===== src/rtl/deinterleaver_accum.sv =====
// Scatters per-weight contributions back onto left-side neurons using the sweepstart
// permutation, accumulates over all sweeps with saturation, then drains z neurons per word.
module deinterleaver_accum #(
  parameter int p     = 32,
  parameter int fo    = 2,
  parameter int z     = 8,
  parameter int width = 16,
  localparam int log_pbyz = (p == z) ? 1 : $clog2(p / z)
) (
  input  logic                  clk,
  input  logic                  reset,
  input  logic                  ss_load_valid,
  input  logic [log_pbyz-1:0]   ss_load_data,
  output logic                  ss_loaded,
  input  logic                  in_valid,
  output logic                  in_ready,
  input  logic [z*width-1:0]    in_data,
  output logic                  out_valid,
  input  logic                  out_ready,
  output logic [z*width-1:0]    out_data,
  output logic [log_pbyz-1:0]   out_addr,
  output logic                  busy
);

  localparam int PBYZ   = p / z;
  localparam int NCHUNK = fo * z;
  localparam int NBEAT  = p * fo / z;
  localparam int NW     = (NCHUNK > 1) ? $clog2(NCHUNK) : 1;
  localparam int CW     = (NBEAT > 1) ? $clog2(NBEAT) : 1;
  localparam logic signed [width-1:0] SMAX = {1'b0, {(width-1){1'b1}}};
  localparam logic signed [width-1:0] SMIN = {1'b1, {(width-1){1'b0}}};

  typedef enum logic [1:0] {LOAD, ACCUM, DRAIN} state_t;
  localparam state_t RESET_STATE = (p == z) ? ACCUM : LOAD;

  state_t                state_reg, state_next;
  logic [NW-1:0]         chunk_cnt_reg;
  logic [CW-1:0]         c_reg;
  logic [log_pbyz-1:0]   ss_reg [NCHUNK];
  logic                  ss_loaded_reg;
  logic                  in_ready_reg;
  logic                  out_valid_reg;
  logic [log_pbyz-1:0]   out_addr_reg;

  logic                  load_fire, load_last, accept, beat_last;
  logic                  drain_fire, drain_last, drain_load;
  logic [log_pbyz-1:0]   drain_addr;
  logic [log_pbyz-1:0]   c_mod;
  int                    sweep_i;
  logic                  first_sweep;

  assign load_fire  = (state_reg == LOAD) && ss_load_valid;
  assign load_last  = load_fire && (chunk_cnt_reg == NW'(NCHUNK - 1));
  assign accept     = in_valid && in_ready_reg;
  assign beat_last  = accept && (c_reg == CW'(NBEAT - 1));
  assign drain_fire = (state_reg == DRAIN) && out_valid_reg && out_ready;
  assign drain_last = drain_fire && (out_addr_reg == log_pbyz'(PBYZ - 1));
  // Load word 0 on DRAIN entry, otherwise advance on every non-final handshake.
  assign drain_load = (state_reg == DRAIN) && (!out_valid_reg || (drain_fire && !drain_last));
  assign drain_addr = out_valid_reg ? out_addr_reg + 1'b1 : '0;

  always_comb begin
    sweep_i     = int'(c_reg) / PBYZ;
    c_mod       = log_pbyz'(int'(c_reg) % PBYZ);
    first_sweep = (sweep_i == 0);
  end

  always_ff @(posedge clk) begin
    if (reset) state_reg <= RESET_STATE;
    else       state_reg <= state_next;
  end

  always_comb begin
    state_next = state_reg;
    case (state_reg)
      LOAD:    if (load_last)  state_next = ACCUM;
      ACCUM:   if (beat_last)  state_next = DRAIN;
      DRAIN:   if (drain_last) state_next = ACCUM;
      default: state_next = RESET_STATE;
    endcase
  end

  always_ff @(posedge clk) begin
    if (reset) begin
      chunk_cnt_reg <= '0;
      c_reg         <= '0;
      ss_loaded_reg <= (p == z);
      in_ready_reg  <= 1'b0;
      out_valid_reg <= 1'b0;
      out_addr_reg  <= '0;
      for (int i = 0; i < NCHUNK; i++) ss_reg[i] <= '0;
    end else begin
      if (load_fire) begin
        ss_reg[chunk_cnt_reg] <= ss_load_data;
        chunk_cnt_reg         <= chunk_cnt_reg + 1'b1;
      end
      if (load_last) ss_loaded_reg <= 1'b1;
      in_ready_reg <= (state_next == ACCUM);
      if (accept) c_reg <= beat_last ? '0 : c_reg + 1'b1;
      if (drain_load) begin
        out_valid_reg <= 1'b1;
        out_addr_reg  <= drain_addr;
      end else if (drain_last) begin
        out_valid_reg <= 1'b0;
        out_addr_reg  <= '0;
      end
    end
  end

  genvar gi;
  generate
    for (gi = 0; gi < z; gi++) begin : g_lane
      logic signed [width-1:0] bank_reg [PBYZ];
      logic signed [width-1:0] lane_in;
      logic        [width-1:0] out_lane_reg;
      logic [log_pbyz-1:0]     t;
      logic signed [width:0]   sum;
      logic signed [width-1:0] sat;

      assign lane_in = in_data[gi*width +: width];
      // Entry offset wraps within the bank because the add is kept at log_pbyz bits.
      assign t   = ss_reg[NW'(sweep_i * z + gi)] + c_mod;
      assign sum = {lane_in[width-1], lane_in} + {bank_reg[t][width-1], bank_reg[t]};

      always_comb begin
        sat = sum[width-1:0];
        if (sum[width] != sum[width-1]) sat = sum[width] ? SMIN : SMAX;
      end

      always_ff @(posedge clk) begin
        if (reset) begin
          for (int e = 0; e < PBYZ; e++) bank_reg[e] <= '0;
          out_lane_reg <= '0;
        end else begin
          if (accept) bank_reg[t] <= first_sweep ? lane_in : sat;
          if (drain_load) out_lane_reg <= bank_reg[drain_addr];
        end
      end

      assign out_data[gi*width +: width] = out_lane_reg;
    end
  endgenerate

  assign ss_loaded = ss_loaded_reg;
  assign in_ready  = in_ready_reg;
  assign out_valid = out_valid_reg;
  assign out_addr  = out_addr_reg;
  assign busy      = (state_reg == DRAIN) || ((state_reg == ACCUM) && (c_reg != '0));

endmodule


===== config.mk =====
export PLATFORM = sky130hd
export DESIGN_NAME = deinterleaver_accum
export DESIGN_NICKNAME = d
export VERILOG_FILES = /design/src/rtl/deinterleaver_accum.sv
export SDC_FILE = /design/constraint.sdc
export NUM_CORES = 2
export LEC_CHECK = 0
export BUFFER_PORTS_ARGS = -buffer_cell sky130_fd_sc_hd__buf_4
export CAP_MARGIN = 20
export CELL_PAD_IN_SITES_DETAIL_PLACEMENT = 1
export CELL_PAD_IN_SITES_GLOBAL_PLACEMENT = 1
export CORE_MARGIN = 8
export CORE_UTILIZATION = 45
export CTS_CLUSTER_DIAMETER = 80
export DETAILED_ROUTE_END_ITERATION = 10
export PLACE_DENSITY_LB_ADDON = 0.12
export SETUP_SLACK_MARGIN = 0.1
export SYNTH_ARGS = -nofsm -noshare
export SYNTH_HDL_FRONTEND = slang
export SYNTH_SLANG_ARGS = --single-unit

===== constraint.sdc =====
create_clock -name clk -period 16.4 [get_ports clk]
set_input_delay 0 -clock clk [delete_from_list [all_inputs] [get_ports clk]]
set_output_delay 0 -clock clk [all_outputs]
set_load 0.01 [all_outputs]

==> impl_results.md <==
* Yosys warnings at 0
* CTS H-tree depth at 3
* Mapped Area at 40,400 um2
* Max-cap violations at 0
* Die area at 99,700 um2
* First DRT Iteration DRCs at 2,033
* Number of synthesized flops with an enable pin at 544
* Dpl cells at 5,151
* Netlist cell types at 97
* Layout cells sized above 1 at 16.6%
* Final setup vio count at 0
* Hold_ws at 0.0591 ns
* Final Hold Viols at 0
* Top cell type's share of synthesized area at 40.4%
* Post-route DRC at 0
* Die height at 316 um
* Setup CP Type: reg -> reg
* CP arrival at 7.29 ns
* Top cells by count, synth: nor2_1 (570), edfxtp_1 (544), nand2_1 (395)
* Post-layout util at 53.2%
* Clock-pin slew of the registers on the worst-case setup and hold paths at 0.06 ns
* Vias at 32,900
* Largest net degree at the start of global routing at 137
* Fin area at 47,600 um2
* Non-Filler Instances at 5,441
* Status: completed
* Number of synthesized register bits at 687
* Post-synth ARST share at 0%
* Setup crit end kind: flip-flop
* CP Max Fanout at 69
* Startpoint types: flip-flop
* FP Rows at 110
* Vias in the first global route at 34,700
* Most frequent cell after synthesis: nor2_1
* # Post-CTS Setup Buffers at 0
* F_max at 147 MHz
* Area leader, netlist: edfxtp_1
* Total global-route track usage at 26.3%
* Global route overflow at 0
* Initial antenna violation count at 9
* Antenna-violating nets left at 0
* Starting Density at 45.2%
* DP Area at 43,500 um2
* Syn_area_per_cell at 10.4 um2
* Die X at 316 um
* Max rail drop VDD at 0.0850 mV
* DP Wirelength at 88.4 mm
* Setup TNS at 0 ns
* Clock sink count at 687
* DRT Pass-1 Iters at 5
* Hold Path Class: in -> reg
* Max FFs per register at 512
* Syn-to-layout area delta at 17.7%
* RSZ-0062 raised after global routing: false
* PortBufs at 268
* Fin crit period at 6.82 ns
* Root buffer cell: clkbuf_16
* CP required at 16.87 ns
* TritonCTS clock tree: built
* LEAKAGE at 17.7 nW
* Top_reg_cell synth: edfxtp_1
* Core Box Area at 89,500 um2
* Skew-Pair Late Insertion Delay at 0.64 ns
* Fin nets at 4,489
* Clock skew at 0.0234 ns
* Fill cells at 9,652
* PD cells at 93.9 nW/um2
* DR vias/cell at 6.04
* Register area share after synthesis at 47.5%
* GP Congestion at 0.864
* First-pass GRT wire length at 205 mm
* Worst slew pin tran at 1.08 ns
* WL per Instance at 24.6 um
* I/O pin total at 269
* Slew Limit Fails at 0
* Net Count, Synth at 4,199
* Dominant cells by area after synthesis: edfxtp_1 (40%), dfxtp_1 (7.1%), mux4_2 (6.8%), nor2_1 (5.3%), ha_1 (4.7%)
* Part of the cycle the worst path needs at 41.6%
* CTS max path bufs at 3
* Cts bufs inserted at 82
* Final WL at 134 mm
* Gate Count Post-Synth at 3,904
* Slew headroom at 28.3%
## path summary, 6_finish.rpt
path / startpoint / end / depth (start not counted) / slack, ns
setup / recovery: c_reg[2] / g_lane[4].bank_reg[2][6] / 18 / 9.58
hold / removal: in_data[33] / g_lane[2].bank_reg[3][1] / 5 / 0.06
setup reg to reg: c_reg[2] / g_lane[4].bank_reg[2][6] / 18 / 9.58
hold reg to reg: g_lane[3].out_lane_reg[5] / g_lane[3].out_lane_reg[5] / 2 / 0.49
## cell families (layout without fill, tap and decap cells)
| kind of cell | Yosys count | after routing | synth area share [%] |
|---|---|---|---|
| buffers and inverters | 350 | 708 | 3.54 |
| muxes | 150 | 150 | 7.76 |
| and+or+nand+nor | 1519 | 1519 | 17.1 |
| DFF | 687 | 687 | 47.5 |
| xor gates and xnor gates | 108 | 108 | 2.41 |
| other | 0 | 3 | 0 |
| adders and majority gates | 162 | 162 | 5.15 |
| AOI/OAI and AO/OA | 928 | 928 | 16.5 |
## stage by stage
stage	setup WS, ns	total power, W
after detailed placement	9.61	0.00261
after floorplan	10.0	0.00243
final	9.58	0.00447
after global routing	9.00	0.00462
after global placement	9.86	0.00259
after CTS	9.58	0.00449
## report_power, final
| group | switching, W | internal [W] | total, W |
|---|---|---|---|
| Clock | 0.000764 | 0.00110 | 0.00186 |
| Sequential | 0.0000292 | 0.00193 | 0.00196 |
| Combinational | 0.000375 | 0.000266 | 0.000641 |
| Total | 0.00117 | 0.00330 | 0.00447 |
## cells in the final DEF (no fill, tap or decap), types with 53 or more instances in the layout
master         instances
a21o_1                53
edfxtp_1             544
a211oi_1             167
a21oi_1              236
dfxtp_1              141
o21ai_0               99
nor3_1               203
clkbuf_16             86
mux4_2               122
dlygate4sd3_1        132
buf_4                327
nor2b_1              147
nor2_1               569
inv_1                 90
nand2_1              392
ha_1                 152
a311oi_1             131
## final cells by class
cell class | count | area, um2 | share of cell area, %
clock buffer | 108 | 2290 | 4.82
multi-input combinational | 2867 | 19900 | 41.9
antenna | 3 | 7.51 | 0.0158
clock inverter | 44 | 442 | 0.929
tap | 1176 | 1470 | 3.09
inverter | 92 | 347 | 0.729
sequential | 687 | 19200 | 40.4
timing repair buffer | 464 | 3850 | 8.09
## timing repair
item,in CTS,in global routing
hold buffers,132,0
gates resized for setup,0,0
hold endpoints to repair,576,0
## critical path: stages, from the launching register on
cell and delay, ns:
dfxtp_4 0.64, buf_4 0.79, mux2_2 0.42, ha_1 0.19
xor2_1 0.23, xnor2_2 0.14, buf_4 0.38, mux4_1 0.31
ha_1 0.20, inv_1 0.08, fa_1 0.44, nand3b_1 0.20
a21boi_0 0.26, o211ai_1 0.13, a211oi_1 0.48, o31ai_2 0.26
o21ai_1 0.85, o221ai_1 0.42, nor2_1 0.21
## layer usage
metal | global-route usage [%] | share of wire, % | routed length [um]
met4 | 7.75 | 2.8 | 3690
met3 | 3.74 | 4.7 | 6330
met5 | 0 | 0.025 | 34
met1 | 34.3 | 43 | 58000
met2 | 45.5 | 49 | 65700
Power figures use the tool's default switching activity.
